===== src/rtl/matrix_mem_port_pkg.sv =====
// Shared definitions for the matrix RAM host port.
// Contents:
//   - Opcodes OP_WR_LINE / OP_RD_LINE (also used by the coprocessor top).
//   - Line geometry: WORDS_PER_LINE x WORD_W = LINE_W.
//   - FSM state encoding state_e.
//   - op_is_legal(): true for the two defined opcodes.
package matrix_mem_port_pkg;

    localparam int WORDS_PER_LINE = 8;
    localparam int WORD_W         = 32;
    localparam int LINE_W         = 256;
    localparam int CNT_W          = 3;

    localparam logic [1:0] OP_WR_LINE = 2'b00;
    localparam logic [1:0] OP_RD_LINE = 2'b01;

    typedef enum logic [2:0] {
        IDLE    = 3'd0,
        FILL    = 3'd1,
        WRITE   = 3'd2,
        RD_WAIT = 3'd3,
        DRAIN   = 3'd4
    } state_e;

    function automatic logic op_is_legal(input logic [1:0] op);
        return (op == OP_WR_LINE) || (op == OP_RD_LINE);
    endfunction

endpackage


===== src/rtl/matrix_mem_port_if.sv =====
// Host-side bus of the matrix RAM port: command, write-word and
// readback-word channels.
// Every channel uses valid/ready: a transfer happens on the rising clock
// edge where both valid and ready are high; the sender keeps valid and its
// payload stable until that edge, and ready may be raised or dropped freely.
// Signals:
//   cmd_valid/cmd_ready/cmd_op/cmd_addr : command channel (host -> port)
//   wr_valid/wr_ready/wr_data           : write words (host -> port)
//   rd_valid/rd_ready/rd_data           : readback words (port -> host)
// Modports: master = host, slave = matrix_mem_port.
interface matrix_mem_port_if #(
    parameter int ADDR_W = 8
) ();
    import matrix_mem_port_pkg::*;

    logic              cmd_valid;
    logic              cmd_ready;
    logic [1:0]        cmd_op;
    logic [ADDR_W-1:0] cmd_addr;

    logic              wr_valid;
    logic              wr_ready;
    logic [WORD_W-1:0] wr_data;

    logic              rd_valid;
    logic              rd_ready;
    logic [WORD_W-1:0] rd_data;

    modport master (
        output cmd_valid, cmd_op, cmd_addr, wr_valid, wr_data, rd_ready,
        input  cmd_ready, wr_ready, rd_valid, rd_data
    );

    modport slave (
        input  cmd_valid, cmd_op, cmd_addr, wr_valid, wr_data, rd_ready,
        output cmd_ready, wr_ready, rd_valid, rd_data
    );

endinterface


===== src/rtl/matrix_line_buffer.sv =====
// 8 x 32-bit line buffer between the host word stream and the 256-bit RAM.
// Ports:
//   clk, rst_n             : clock, async active-low reset (clears all words)
//   wr_en_i/wr_idx_i/wr_data_i : write one word at an index
//   load_en_i/load_data_i  : parallel load of a whole line (wins over wr_en_i)
//   rd_idx_i/rd_data_o     : combinational indexed word read
//   line_o                 : whole line, word k at bits [32k+31:32k]
module matrix_line_buffer
    import matrix_mem_port_pkg::*;
(
    input  logic              clk,
    input  logic              rst_n,
    input  logic              wr_en_i,
    input  logic [CNT_W-1:0]  wr_idx_i,
    input  logic [WORD_W-1:0] wr_data_i,
    input  logic              load_en_i,
    input  logic [LINE_W-1:0] load_data_i,
    input  logic [CNT_W-1:0]  rd_idx_i,
    output logic [WORD_W-1:0] rd_data_o,
    output logic [LINE_W-1:0] line_o
);

    logic [WORD_W-1:0] word_q [WORDS_PER_LINE];

    always_ff @(posedge clk or negedge rst_n) begin
        if (!rst_n) begin
            for (int i = 0; i < WORDS_PER_LINE; i++) begin
                word_q[i] <= '0;
            end
        end else if (load_en_i) begin
            for (int i = 0; i < WORDS_PER_LINE; i++) begin
                word_q[i] <= load_data_i[i*WORD_W +: WORD_W];
            end
        end else if (wr_en_i) begin
            word_q[wr_idx_i] <= wr_data_i;
        end
    end

    assign rd_data_o = word_q[rd_idx_i];

    for (genvar g = 0; g < WORDS_PER_LINE; g++) begin : g_line
        assign line_o[g*WORD_W +: WORD_W] = word_q[g];
    end

endmodule


===== src/rtl/matrix_mem_port.sv =====
// Host access port to the 256-bit matrix RAM. Owns the RAM port only while
// the coprocessor is idle.
//   Write line: 8 host words are gathered into one line, then written with a
//   single one-cycle mem_wren_o pulse.
//   Read line : one line is fetched (RD_LAT clocks) and streamed back as 8
//   words, word 0 first.
// Ports:
//   clk, rst_n      : clock, async active-low reset
//   bus             : host command / write-word / readback channels (slave)
//   mem_address_o, mem_wdata_o, mem_wren_o : registered RAM controls
//   mem_rdata_i     : RAM read data
//   cop_busy_i      : coprocessor owns the RAM; blocks new commands
//   busy_o          : port is not IDLE
//   err_o           : one-cycle pulse after an illegal opcode is accepted
//   state_o         : current FSM state (debug)
module matrix_mem_port
    import matrix_mem_port_pkg::*;
#(
    parameter int ADDR_W = 8,
    parameter int RD_LAT = 1
) (
    input  logic              clk,
    input  logic              rst_n,
    matrix_mem_port_if.slave  bus,
    output logic [ADDR_W-1:0] mem_address_o,
    output logic [LINE_W-1:0] mem_wdata_o,
    output logic              mem_wren_o,
    input  logic [LINE_W-1:0] mem_rdata_i,
    input  logic              cop_busy_i,
    output logic              busy_o,
    output logic              err_o,
    output state_e            state_o
);

    localparam logic [1:0] LAT_LAST = 2'(RD_LAT);

    state_e            state_q, state_d;
    logic [CNT_W-1:0]  cnt_q, cnt_d;
    logic [1:0]        lat_q, lat_d;
    logic [ADDR_W-1:0] addr_q, addr_d;
    logic              rd_valid_q, rd_valid_d;
    logic [WORD_W-1:0] rd_data_q, rd_data_d;
    logic [ADDR_W-1:0] mem_address_q, mem_address_d;
    logic [LINE_W-1:0] mem_wdata_q, mem_wdata_d;
    logic              mem_wren_q, mem_wren_d;
    logic              err_q, err_d;

    logic              buf_wr_en;
    logic              buf_load_en;
    logic [CNT_W-1:0]  buf_rd_idx;
    logic [WORD_W-1:0] buf_rd_data;
    logic [LINE_W-1:0] buf_line;
    logic              cmd_fire;

    matrix_line_buffer u_line_buffer (
        .clk         (clk),
        .rst_n       (rst_n),
        .wr_en_i     (buf_wr_en),
        .wr_idx_i    (cnt_q),
        .wr_data_i   (bus.wr_data),
        .load_en_i   (buf_load_en),
        .load_data_i (mem_rdata_i),
        .rd_idx_i    (buf_rd_idx),
        .rd_data_o   (buf_rd_data),
        .line_o      (buf_line)
    );

    assign bus.cmd_ready = (state_q == IDLE) && !cop_busy_i;
    assign bus.wr_ready  = (state_q == FILL);
    assign bus.rd_valid  = rd_valid_q;
    assign bus.rd_data   = rd_data_q;
    assign cmd_fire      = bus.cmd_valid && bus.cmd_ready;

    assign mem_address_o = mem_address_q;
    assign mem_wdata_o   = mem_wdata_q;
    assign mem_wren_o    = mem_wren_q;
    assign busy_o        = (state_q != IDLE);
    assign err_o         = err_q;
    assign state_o       = state_q;

    always_comb begin
        state_d       = state_q;
        cnt_d         = cnt_q;
        lat_d         = lat_q;
        addr_d        = addr_q;
        rd_valid_d    = rd_valid_q;
        rd_data_d     = rd_data_q;
        mem_address_d = mem_address_q;
        mem_wdata_d   = mem_wdata_q;
        mem_wren_d    = 1'b0;
        err_d         = 1'b0;
        buf_wr_en     = 1'b0;
        buf_load_en   = 1'b0;
        buf_rd_idx    = cnt_q + 3'd1;

        case (state_q)
            IDLE: begin
                if (cmd_fire) begin
                    addr_d = bus.cmd_addr;
                    if (!op_is_legal(bus.cmd_op)) begin
                        err_d = 1'b1;
                    end else if (bus.cmd_op == OP_WR_LINE) begin
                        state_d = FILL;
                        cnt_d   = '0;
                    end else begin
                        state_d       = RD_WAIT;
                        mem_address_d = bus.cmd_addr;
                        lat_d         = '0;
                    end
                end
            end

            FILL: begin
                if (bus.wr_valid) begin
                    buf_wr_en = 1'b1;
                    cnt_d     = cnt_q + 3'd1;
                    if (cnt_q == 3'd7) begin
                        // Word 7 is still on the bus this cycle, so merge it
                        // in front of the 7 words already buffered.
                        state_d       = WRITE;
                        mem_address_d = addr_q;
                        mem_wdata_d   = {bus.wr_data, buf_line[LINE_W-WORD_W-1:0]};
                        mem_wren_d    = 1'b1;
                    end
                end
            end

            WRITE: begin
                state_d = IDLE;
            end

            RD_WAIT: begin
                // lat_q counts cycles since mem_address first held the line.
                if (lat_q == LAT_LAST) begin
                    buf_load_en = 1'b1;
                    state_d     = DRAIN;
                    cnt_d       = '0;
                    rd_valid_d  = 1'b1;
                    rd_data_d   = mem_rdata_i[WORD_W-1:0];
                end else begin
                    lat_d = lat_q + 2'd1;
                end
            end

            DRAIN: begin
                if (bus.rd_ready) begin
                    cnt_d = cnt_q + 3'd1;
                    if (cnt_q == 3'd7) begin
                        rd_valid_d = 1'b0;
                        state_d    = IDLE;
                    end else begin
                        rd_data_d = buf_rd_data;
                    end
                end
            end

            default: begin
                state_d = IDLE;
            end
        endcase
    end

    always_ff @(posedge clk or negedge rst_n) begin
        if (!rst_n) begin
            state_q       <= IDLE;
            cnt_q         <= '0;
            lat_q         <= '0;
            addr_q        <= '0;
            rd_valid_q    <= 1'b0;
            rd_data_q     <= '0;
            mem_address_q <= '0;
            mem_wdata_q   <= '0;
            mem_wren_q    <= 1'b0;
            err_q         <= 1'b0;
        end else begin
            state_q       <= state_d;
            cnt_q         <= cnt_d;
            lat_q         <= lat_d;
            addr_q        <= addr_d;
            rd_valid_q    <= rd_valid_d;
            rd_data_q     <= rd_data_d;
            mem_address_q <= mem_address_d;
            mem_wdata_q   <= mem_wdata_d;
            mem_wren_q    <= mem_wren_d;
            err_q         <= err_d;
        end
    end

endmodule


===== src/flat_wrapper.sv =====
// flat-port wrapper written by rule: the top's interface ports become plain ports
module matrix_mem_port_flat import matrix_mem_port_pkg::*;
#(
    parameter int ADDR_W = 8,
    parameter int RD_LAT = 1
)
  (clk, rst_n, mem_address_o, mem_wdata_o, mem_wren_o, mem_rdata_i, cop_busy_i, busy_o, err_o, state_o, bus_cmd_valid, bus_cmd_op, bus_cmd_addr, bus_wr_valid, bus_wr_data, bus_rd_ready, bus_cmd_ready, bus_wr_ready, bus_rd_valid, bus_rd_data);
  matrix_mem_port_if #(.ADDR_W(ADDR_W)) bus_i ();
  input  logic clk;
  input  logic rst_n;
  output logic [ADDR_W-1:0] mem_address_o;
  output logic [LINE_W-1:0] mem_wdata_o;
  output logic mem_wren_o;
  input  logic [LINE_W-1:0] mem_rdata_i;
  input  logic cop_busy_i;
  output logic busy_o;
  output logic err_o;
  output state_e state_o;
  input wire logic [$bits(bus_i.cmd_valid)-1:0] bus_cmd_valid;
  input wire logic [$bits(bus_i.cmd_op)-1:0] bus_cmd_op;
  input wire logic [$bits(bus_i.cmd_addr)-1:0] bus_cmd_addr;
  input wire logic [$bits(bus_i.wr_valid)-1:0] bus_wr_valid;
  input wire logic [$bits(bus_i.wr_data)-1:0] bus_wr_data;
  input wire logic [$bits(bus_i.rd_ready)-1:0] bus_rd_ready;
  output wire logic [$bits(bus_i.cmd_ready)-1:0] bus_cmd_ready;
  output wire logic [$bits(bus_i.wr_ready)-1:0] bus_wr_ready;
  output wire logic [$bits(bus_i.rd_valid)-1:0] bus_rd_valid;
  output wire logic [$bits(bus_i.rd_data)-1:0] bus_rd_data;
  assign bus_i.cmd_valid = bus_cmd_valid;
  assign bus_i.cmd_op = bus_cmd_op;
  assign bus_i.cmd_addr = bus_cmd_addr;
  assign bus_i.wr_valid = bus_wr_valid;
  assign bus_i.wr_data = bus_wr_data;
  assign bus_i.rd_ready = bus_rd_ready;
  assign bus_cmd_ready = bus_i.cmd_ready;
  assign bus_wr_ready = bus_i.wr_ready;
  assign bus_rd_valid = bus_i.rd_valid;
  assign bus_rd_data = bus_i.rd_data;
  matrix_mem_port #(.ADDR_W(ADDR_W), .RD_LAT(RD_LAT)) u_core (.clk(clk), .rst_n(rst_n), .bus(bus_i), .mem_address_o(mem_address_o), .mem_wdata_o(mem_wdata_o), .mem_wren_o(mem_wren_o), .mem_rdata_i(mem_rdata_i), .cop_busy_i(cop_busy_i), .busy_o(busy_o), .err_o(err_o), .state_o(state_o));
endmodule

===== config.mk =====
export PLATFORM = sky130hd
export DESIGN_NAME = matrix_mem_port_flat
export DESIGN_NICKNAME = d
export VERILOG_FILES = /design/src/rtl/matrix_mem_port_pkg.sv /design/src/rtl/matrix_mem_port_if.sv /design/src/rtl/matrix_line_buffer.sv /design/src/rtl/matrix_mem_port.sv /design/src/flat_wrapper.sv
export SDC_FILE = /design/constraint.sdc
export NUM_CORES = 1
export LEC_CHECK = 0
export CORE_AREA = 2 2 240 242
export DETAILED_ROUTE_END_ITERATION = 10
export DIE_AREA = 0 0 242 244
export HOLD_SLACK_MARGIN = 0.15
export PLACE_DENSITY = 0.75
export SYNTH_ARGS = -nofsm -noshare
export SYNTH_HDL_FRONTEND = slang
export SYNTH_HIERARCHICAL = 1
export SYNTH_SLANG_ARGS = --single-unit

===== constraint.sdc =====
create_clock -name clk -period 4 [get_ports clk]
set_input_delay 0.8 -clock clk [delete_from_list [all_inputs] [get_ports clk]]
set_output_delay 0.8 -clock clk [all_outputs]
set_load 0.02 [all_outputs]

==> results of run 1 <==
flip-flops by register name (all words and copies together) (netlist names):
| register | flops |
|---|---|
| u_core/mem_wdata_o | 256 |
| u_core/u_line_buffer/line_o | 256 |
| u_core/bus.rd_data | 32 |
| u_core/addr_q | 8 |
| u_core/mem_address_o | 8 |
| u_core/cnt_q | 3 |
| u_core/state_o | 3 |
| u_core/lat_q | 2 |
| u_core/bus.rd_valid | 1 |
| u_core/err_o | 1 |
| u_core/mem_wren_o | 1 |
cells by family (layout without fill, tap and decap cells):
family,after synthesis,after routing
and+or+nand+nor,390,390
AOI/OAI and AO/OA,300,300
adders and majority gates,3,3
DFF,571,571
buffers and inverters,191,771
muxes,636,636
other,0,7
worst min path at each step:
stage,to,depth (start not counted)
final,u_core/mem_wdata_o[58]$_DFFE_PN0P_,1
after global routing,u_core/mem_wdata_o[58]$_DFFE_PN0P_,1
after CTS,u_core/mem_wdata_o[218]$_DFFE_PN0P_,1
after detailed placement,u_core/mem_wdata_o[24]$_DFFE_PN0P_,1
after global placement,u_core/mem_wdata_o[180]$_DFFE_PN0P_,1
after floorplan,u_core/lat_q[0]$_DFFE_PN0P_,1
layout by cell type (no fill, tap or decap), types with 19 or more instances in the layout:
cell type        count
dfrtp_1            571
mux2_2             288
mux4_2              21
o21ai_1             27
a31oi_1             32
clkbuf_16           60
buf_4               31
buf_12              19
nor2_1              35
mux2i_1            259
o21ai_0            231
nand2_1            330
mux4_1              43
mux2_1              21
clkdlybuf4s50_1    607
cell type report:
type,count,area [µm²]
fillers,4354,21200
flip-flops and latches,571,14300
multi-input cells,1329,11000
repair buffers,658,6700
clock buffers,92,1780
well taps,756,946
clock inverters,13,188
inverters,8,37.5
diodes,7,17.5
worst max-delay path, cell delays in order (launching register included):
cell,delay [ns]
dfrtp_1,0.54
nand2b_1,0.26
nor2_2,0.46
clkdlybuf4s50_1,0.71
routing by layer:
metal,vias to the layer above,GRT usage
met1,9973,0.365
met3,202,0.0592
met4,4,0.113
met2,897,0.487
met5,-,0
li1,8492,-
metrics by stage:
step / hold WS (ns) / area (µm²)
final: 0.206 / 35000
after global routing: 0.245 / 35000
after CTS: 0.220 / 34900
after detailed placement: 0.474 / 33000
after global placement: 0.469 / 33000
after floorplan: 0.464 / 26400
power groups by stage:
stage | Sequential [mW] | Combinational (mW) | Clock, mW
global placement | 8.56 | 5.31 | 0
floorplan | 8.40 | 3.48 | 0
detailed placement | 8.67 | 5.48 | 0
global route | 8.79 | 5.96 | 5.92
CTS | 8.59 | 5.52 | 5.68
finish | 8.61 | 5.54 | 5.59
==> impl_metrics.toml, run 1 <==
[synthesis]
synth-compound-area-share = 0.0600
synth_area_mm2 = 0.0264
yosys_register_bits = 571
synthCells = 2091
yosysWarningCount = 6
synth-adder-area-share = 0.00142
yosys.area.top_type = "dfrtp_1"
synthXorXnorAreaFrac = 0
yosys-top-cells-area = "dfrtp_1, mux2_2, mux2i_1"
yosysUniqueCellTypes = 44
synth_mux_area_frac = 0.293
yosys-top-cells-count = "dfrtp_1, nand2_1, mux2_2, mux2i_1, o21ai_0"
yosys.area_share.simple = 0.0604
synth_area_per_cell_um2 = 12.6
synth_fp_nets = 2398
ys_seq_area_frac = 0.542
synth-edff-count = 0
synth_ff_type = "dfrtp_1"
yosysTopAreaCellShare = 0.542
ys_async_sr_fraction = 1.00
yosysMostFrequentCell = "dfrtp_1"
synth_top_family_by_area = "multiplexers"

[timing]
fmax_ghz = 0.296
worst_pin_slew_ns = 0.916
fin_tns_setup_ns = 0
skew_ns = 0.0207
rsz0062_at_grt = "false"
slew_viol_final = 0
period_share = 0.845
slew_headroom = 0.389
final_hold_viol_count = 0
setup_viol = 0
period_needed_ns = 3.38
finalWorstSetupSlack_ns = 0.620

[placement]
place_inst = 3322
gp_congestion = 0.885
numPortBuffers = 608
place_hpwl_mm = 58.4
pre_cts_ws_ns = 0.912

[cts]
cts_resized = 0
cts-root-buf = "clkbuf_16"
clk_pin_slew_ns = 0.06
post_cts_buffers = 0
cts_hold_buffers = 0
cts_max_level = 2
clock_path_buffers = 3
cts_made_buffers = 59
cts.sinks = 571
tritoncts = "built"
clock_latency_ns = 0.63

[routing]
first_iter_violations = 1539
vias = 19600
wl_met2_mm = 42.7
drc = 0
top_layer = "met5"
wl_per_cell_um = 25.1
wl_met3_mm = 5.92
wl_met1_mm = 33.9
via_per_inst = 5.70
firstDrtPassIters = 5
ant_nets = 0
drt-total-wl_mm = 86.2

[floorplan]
coreArea_mm2 = 0.0562
chipWidth_um = 242
ios = 609
die_h_um = 244
dieArea_mm2 = 0.0590
initial_utilization = 0.469
std_cell_rows = 87

[grt]
grt_pass1_vias = 20700
antenna_found_initial = 8
grt_max_degree = 117
grtUsageTotal = 0.288
grt-ovfl-total = 0
grt_pass1_wl_mm = 130

[cells_and_area]
nets = 2934
syn_to_final_growth_pct = 32.6
utilization = 0.622
drive_above_1_share = 0.176
fin_cells = 3434

[critical_path]
critPathLaunch = "u_core/state_o[0]$_DFFE_PN0P_"
cp-endpoint = "bus_wr_ready"
critPathMaxFanout = 11
worstRegToRegCells = 7
worstSetupPathType = "reg -> out"
crit_path_end_kind = "primary output"
r2r-start = "u_core/state_o[0]$_DFFE_PN0P_"
required_ns = 3.20
critPathArrivalTime_ns = 2.58
timing.rr.end = "u_core/u_line_buffer/line_o[143]$_DFFE_PN0P_"
start_kind = "flip-flop"
ff2ff_setup_slack_ns = 0.85

[power_and_ir_drop]
p_int_mw = 13.6
seq_power_share = 0.436
clkPwrFrac = 0.283
power_density_mw_per_mm2 = 565
swShare = 0.313
p_comb_frac = 0.281
power.leakage_nw = 15.6
finalPower_mw = 19.8
ir_drop_mv = 0.357
power.switching_mw = 6.19

[run_status]
status = "complete, no violations"

[worst_hold_path]
holdCritPathClass = "in -> async"

[flow_run]
cap_violations = 0
Note: power is estimated with default switching activity, not from simulation.
==> run 2, diff against run 1 <==
==> constraint.sdc (replaced) <==
create_clock -name clk -period 3.4 [get_ports clk]
set_input_delay 0.68 -clock clk [delete_from_list [all_inputs] [get_ports clk]]
set_output_delay 0.68 -clock clk [all_outputs]
set_load 0.02 [all_outputs]
==> run 2 against run 1 <==
Worst setup slack worse by 0.43 ns. Power up 18%. Wire length is 0.72% lower. Core utilization grew 0.42 points. Die area did not move. Global-route usage down 0.19 points. Sequential share of layout area decreased by 0.28 points. Register-to-register slack worse by 0.10 ns. First-iteration DRC count increased by 7.1%. Critical endpoint is now bus_cmd_ready.
==> impl_metrics.toml, run 2 (same netlist as run 1, synthesis figures left out) <==
[run_status]
status = "complete, no violations"

[timing]
rsz0062_at_grt = "false"
slew_headroom = 0.483
setup_viol = 0
period_needed_ns = 3.21
worst_pin_slew_ns = 0.775
skew_ns = 0.0269
fmax_ghz = 0.312
fin_tns_setup_ns = 0
hold_ws_ns = 0.486
period_share = 0.943
slew_viol_final = 0
final_hold_viol_count = 0

[flow_run]
cap_violations = 0

[routing]
first_iter_violations = 1649
wl_per_cell_um = 24.7
drt-total-wl_mm = 85.5
firstDrtPassIters = 6
drc = 0
via_per_inst = 5.71
vias = 19700
ant_nets = 0

[worst_hold_path]
hold_start = "u_core/mem_wdata_o[10]$_DFFE_PN0P_"
holdCritPathClass = "reg -> reg"
min_to = "u_core/mem_wdata_o[10]$_DFFE_PN0P_"
whs_path_depth = 1

[cells_and_area]
drive_above_1_share = 0.182
nets = 2953
layout_common_cells = "clkdlybuf4s50_1, dfrtp_1, nand2_1"
final_common_cell = "clkdlybuf4s50_1"
syn_to_final_growth_pct = 33.5

[cts]
cts-root-buf = "clkbuf_16"
post_cts_buffers = 0
clk_pin_slew_ns = 0.06
cts_hold_buffers = 1
cts_made_buffers = 60
cts_max_level = 2
clock_path_buffers = 3
clock_latency_ns = 0.62
cts_resized = 0
cts.sinks = 571
tritoncts = "built"

[critical_path]
r2r-start = "u_core/cnt_q[0]$_DFFE_PN0P_"
worstSetupPathType = "reg -> out"
critPathMaxFanout = 13
required_ns = 2.72
worst-path-buf-inv = 2
crit_slowest_cell = "clkdlybuf4s50_1"
crit_path_end_kind = "primary output"
timing.rr.end = "u_core/bus.rd_data[19]$_DFFE_PN0P_"
critPathTopFamily = "buffers and inverters"
critPathArrivalTime_ns = 2.53
ff2ff_setup_slack_ns = 0.75
worstRegToRegCells = 6
cpPeakStageDelay_ns = 0.61
start_kind = "flip-flop"
worstPathCellList = "nor3_1, inv_1, nor2_1, clkdlybuf4s50_1"

[floorplan]
chipWidth_um = 242
ios = 609
dieArea_mm2 = 0.0590
std_cell_rows = 87
initial_utilization = 0.469
coreArea_mm2 = 0.0562
die_h_um = 244

[grt]
grt-ovfl-total = 0
grt_max_degree = 113
grtUsageTotal = 0.286
grt_pass1_wl_mm = 129
antenna_found_initial = 10
grt_pass1_vias = 20700

[placement]
place_hpwl_mm = 59.2
numPortBuffers = 608
gp_congestion = 0.875

[power_and_ir_drop]
power.leakage_nw = 15.8
ir_drop_mv = 0.476
power_density_mw_per_mm2 = 659
-- run 2: worst max-delay path by stage --
stage                                             start                                            to  slack, ns  depth (start not counted)
final                     u_core/state_o[1]$_DFFE_PN0P_                                 bus_cmd_ready       0.19                          4
after global routing      u_core/state_o[1]$_DFFE_PN0P_                                 bus_cmd_ready       0.08                          4
after CTS                 u_core/state_o[1]$_DFFE_PN0P_                                 bus_cmd_ready       0.17                          4
after detailed placement                   bus_wr_valid  u_core/u_line_buffer/line_o[214]$_DFFE_PN0P_       0.61                          6
after global placement                     bus_wr_valid  u_core/u_line_buffer/line_o[217]$_DFFE_PN0P_       0.64                          6
after floorplan           u_core/state_o[0]$_DFFE_PN0P_    u_core/u_line_buffer/line_o[6]$_DFFE_PN0P_       0.83                         10
-- run 2: cell type report --
| class | instances | area (µm²) |
|---|---|---|
| fillers | 4285 | 21000 |
| flip-flops and latches | 571 | 14300 |
| diodes | 7 | 17.5 |
| clock inverters | 15 | 146 |
| multi-input cells | 1329 | 11000 |
| inverters | 8 | 37.5 |
| clock buffers | 94 | 1810 |
| repair buffers | 676 | 6950 |
| well taps | 756 | 946 |
-- run 2: where the power goes --
group          switching [mW]  internal (mW)  total [mW]
combinational            3.07           3.51        6.58
clock                    2.74           3.79        6.53
sequential               1.50           8.61        10.1
-- run 2: worst register-to-register path, cell delays in order, from the launching register on --
cell and delay [ns]:
dfrtp_1 0.54, ha_4 0.60, buf_12 0.28, mux4_1 0.65
mux2_2 0.28, nand2_1 0.06, a31oi_1 0.09
-- run 2: through the flow --
step / power, mW / cell area [µm²] / std cells / setup slack (ns) / utilization
3_3_place_gp: 16.4 / 33200 / 3339 / 0.636 / 0.591
3_5_place_dp: 16.7 / 33200 / 3339 / 0.614 / 0.591
2_1_floorplan: 14.0 / 26400 / 2091 / 0.826 / -
6_report: 23.2 / 35200 / 3456 / 0.193 / 0.627
5_1_grt: 24.3 / 35200 / 3454 / 0.0757 / 0.627
4_1_cts: 23.3 / 35200 / 3449 / 0.171 / 0.626
-- run 2: layer usage --
metal	up-vias	global-route usage	wire, µm
met3	219	0.0563	6330
met4	8	0.127	3950
met2	919	0.473	41500
met1	10000	0.368	33700
li1	8537	-	-
met5	-	0	56
==> run 3, diff against run 2 <==
--- a/config.mk
+++ b/config.mk
@@ -5,12 +5,12 @@
 export SDC_FILE = /design/constraint.sdc
 export NUM_CORES = 1
 export LEC_CHECK = 0
-export CORE_AREA = 2 2 240 242
+export CORE_AREA = 2 2 238 240
 export DETAILED_ROUTE_END_ITERATION = 10
-export DIE_AREA = 0 0 242 244
+export DIE_AREA = 0 0 240 242
 export HOLD_SLACK_MARGIN = 0.15
-export PLACE_DENSITY = 0.75
+export PLACE_DENSITY = 0.8
+export SETUP_SLACK_MARGIN = 0.05
 export SYNTH_ARGS = -nofsm -noshare
 export SYNTH_HDL_FRONTEND = slang
-export SYNTH_HIERARCHICAL = 1
 export SYNTH_SLANG_ARGS = --single-unit
==> run 3 against run 2 <==
Non-clock buffer count is 2 lower. Power is 14% higher. Clock skew is 0.010 ns lower. Clock power is 2% higher.
==> impl_metrics.toml, run 3 <==
[synthesis]
synth_ff_type = "dfrtp_1"
yosysTopAreaCellShare = 0.551
yosys.area.top_type = "dfrtp_1"
synth-edff-count = 0
ys_seq_area_frac = 0.551
yosysWarningCount = 0
synthCells = 2617
synth_area_mm2 = 0.0259
yosys-top-cells-count = "nand2_1, dfrtp_1, mux2i_1, o21ai_0, clkbuf_1"
ys_async_sr_fraction = 1.00
yosysUniqueCellTypes = 45
yosys-top-cells-area = "dfrtp_1, nand2_1, mux2i_1"
yosys_register_bits = 571
synth_fp_nets = 2924
synth_area_per_cell_um2 = 9.91
yosysMostFrequentCell = "nand2_1"

[timing]
final_hold_viol_count = 0
setup_viol = 0
fin_tns_setup_ns = 0
period_share = 0.871
slew_viol_final = 0
rsz0062_at_grt = "false"
period_needed_ns = 2.96
slew_headroom = 0.425
fmax_ghz = 0.338
finalWorstSetupSlack_ns = 0.438
worst_pin_slew_ns = 0.862
skew_ns = 0.0165

[critical_path]
required_ns = 2.72
ff2ff_setup_slack_ns = 0.74
r2r-start = "u_core.cnt_q[1]$_DFFE_PN0P_"
cp-endpoint = "bus_cmd_ready"
timing.rr.end = "u_core.bus.rd_data[23]$_DFFE_PN0P_"
crit_slowest_cell = "clkdlybuf4s50_1"
cpPeakStageDelay_ns = 0.63
crit_path_end_kind = "primary output"
worstPathCellList = "or3_1, nor2_1, clkdlybuf4s50_1"
critPathLaunch = "u_core.state_o[1]$_DFFE_PN0P_"
worst-path-buf-inv = 1
worstRegToRegCells = 7
critPathTopFamily = "simple AND/OR/NAND/NOR gates"
worstSetupPathDepth = 3
critPathMaxFanout = 6
worstSetupPathType = "reg -> out"
start_kind = "flip-flop"
critPathArrivalTime_ns = 2.28

[cells_and_area]
final_common_cell = "nand2_1"
register_area_mm2 = 0.0143
drive_above_1_share = 0.0917
fin_cells = 3947
fillers = 4350
multi_input_area_mm2 = 0.0108
layout_common_cells = "nand2_1, clkdlybuf4s50_1, dfrtp_1"
syn_to_final_growth_pct = 34.8
nets = 3446

[floorplan]
initial_utilization = 0.465
die_h_um = 242
coreArea_mm2 = 0.0557
ios = 609
std_cell_rows = 87
dieArea_mm2 = 0.0581
chipWidth_um = 240

[cts]
clk_pin_slew_ns = 0.06
clock_path_buffers = 3
tritoncts = "built"
clock_latency_ns = 0.61
cts-root-buf = "clkbuf_16"
cts_made_buffers = 59
cts_max_level = 2
cts.sinks = 571
post_cts_buffers = 0

[power_and_ir_drop]
finalPower_mw = 26.4
power_density_mw_per_mm2 = 756
power.switching_mw = 9.04
clkPwrFrac = 0.252
seq_power_share = 0.403
p_comb_frac = 0.345
ir_drop_mv = 0.620
swShare = 0.342
power.leakage_nw = 16.3
p_int_mw = 17.4

[routing]
first_iter_violations = 2170
vias = 22500
drt-total-wl_mm = 90.4
firstDrtPassIters = 6
drc = 0
wl_per_cell_um = 22.9
ant_nets = 0
via_per_inst = 5.69

[grt]
use_met3 = 0.0657
antenna_found_initial = 8
grt_use_met2 = 0.499
grtUsageTotal = 0.309
grt_max_degree = 209
grt_pass1_wl_mm = 138
grt_busiest_layer = "met2"
grtUsageMet1 = 0.394
grt-ovfl-total = 0
grt_pass1_vias = 23200

[placement]
place_hpwl_mm = 62.0
gp_congestion = 0.899
place_inst = 3833
numPortBuffers = 608
pre_cts_ws_ns = 0.477

[flow_run]
cap_violations = 0

[worst_hold_path]
holdCritPathClass = "reg -> reg"

[run_status]
status = "complete, no violations"
[run 3: cells by family (layout without fill, tap and decap cells)]
kind of cell    Yosys count  in the layout  synth area share
simple gates           1128           1128             0.169
flops                   571            571             0.551
mux                     366            366             0.174
compound gates          328            328            0.0692
buf+inv                 221            789            0.0354
fa+ha+maj                 3              3           0.00145
other cells               0              6                 0
[run 3: worst min path at each step]
stage                                              startpoint                                   to  slack, ns  depth (start not counted)
final                     u_core.mem_wdata_o[201]$_DFFE_PN0P_  u_core.mem_wdata_o[201]$_DFFE_PN0P_       0.47                          2
after global routing      u_core.mem_wdata_o[192]$_DFFE_PN0P_  u_core.mem_wdata_o[192]$_DFFE_PN0P_       0.49                          2
after CTS                 u_core.mem_wdata_o[201]$_DFFE_PN0P_  u_core.mem_wdata_o[201]$_DFFE_PN0P_       0.48                          2
after detailed placement  u_core.mem_wdata_o[210]$_DFFE_PN0P_  u_core.mem_wdata_o[210]$_DFFE_PN0P_       0.46                          2
after global placement    u_core.mem_wdata_o[236]$_DFFE_PN0P_  u_core.mem_wdata_o[236]$_DFFE_PN0P_       0.46                          2
after floorplan                                         rst_n         u_core.addr_q[0]$_DFFE_PN0P_       0.38                          0
[run 3: per-layer routing]
metal / share of wire / vias to the layer above
met5: 0.00063 / -
met4: 0.054 / 8
met3: 0.088 / 281
met2: 0.48 / 1227
met1: 0.38 / 11200
li1: - / 9762
[run 3: timing repair]
item | in CTS | in global routing
gates resized for setup | 0 | 0
hold buffers | 1 | 0
endpoints found under the hold margin | 26 | 0
[run 3: power groups by stage]
stage	sequential [mW]	clock (mW)	combinational, mW
final	10.7	6.65	9.12
after global routing	10.8	7.00	9.80
after CTS	10.6	6.73	9.12
after detailed placement	10.7	0	9.07
after global placement	10.5	0	8.79
after floorplan	10.8	0	4.96
[run 3: cell type report]
| type | count | area share |
|---|---|---|
| inverters | 8 | 0.00107 |
| diodes | 6 | 0.000429 |
| flip-flops and latches | 571 | 0.409 |
| well taps | 756 | 0.0271 |
| clock buffers | 92 | 0.0524 |
| clock inverters | 15 | 0.00497 |
| repair buffers | 674 | 0.196 |
| multi-input cells | 1825 | 0.309 |
[run 3: worst reg2reg max path, stage by stage (launching register included)]
cell and delay [ns]:
dfrtp_1 0.47, ha_2 0.23, ha_4 0.40, buf_4 0.41, mux4_2 0.37, nor2b_1 0.15, a211oi_1 0.34, o21ai_0 0.15
[run 3: through the flow]
stage                     utilization  area [µm²]  hold slack (ns)
after CTS                       0.627       35000            0.477
after detailed placement        0.591       32900            0.462
after floorplan                     -       25900            0.384
final                           0.627       35000            0.475
after global placement          0.591       32900            0.456
after global routing            0.627       35000            0.493
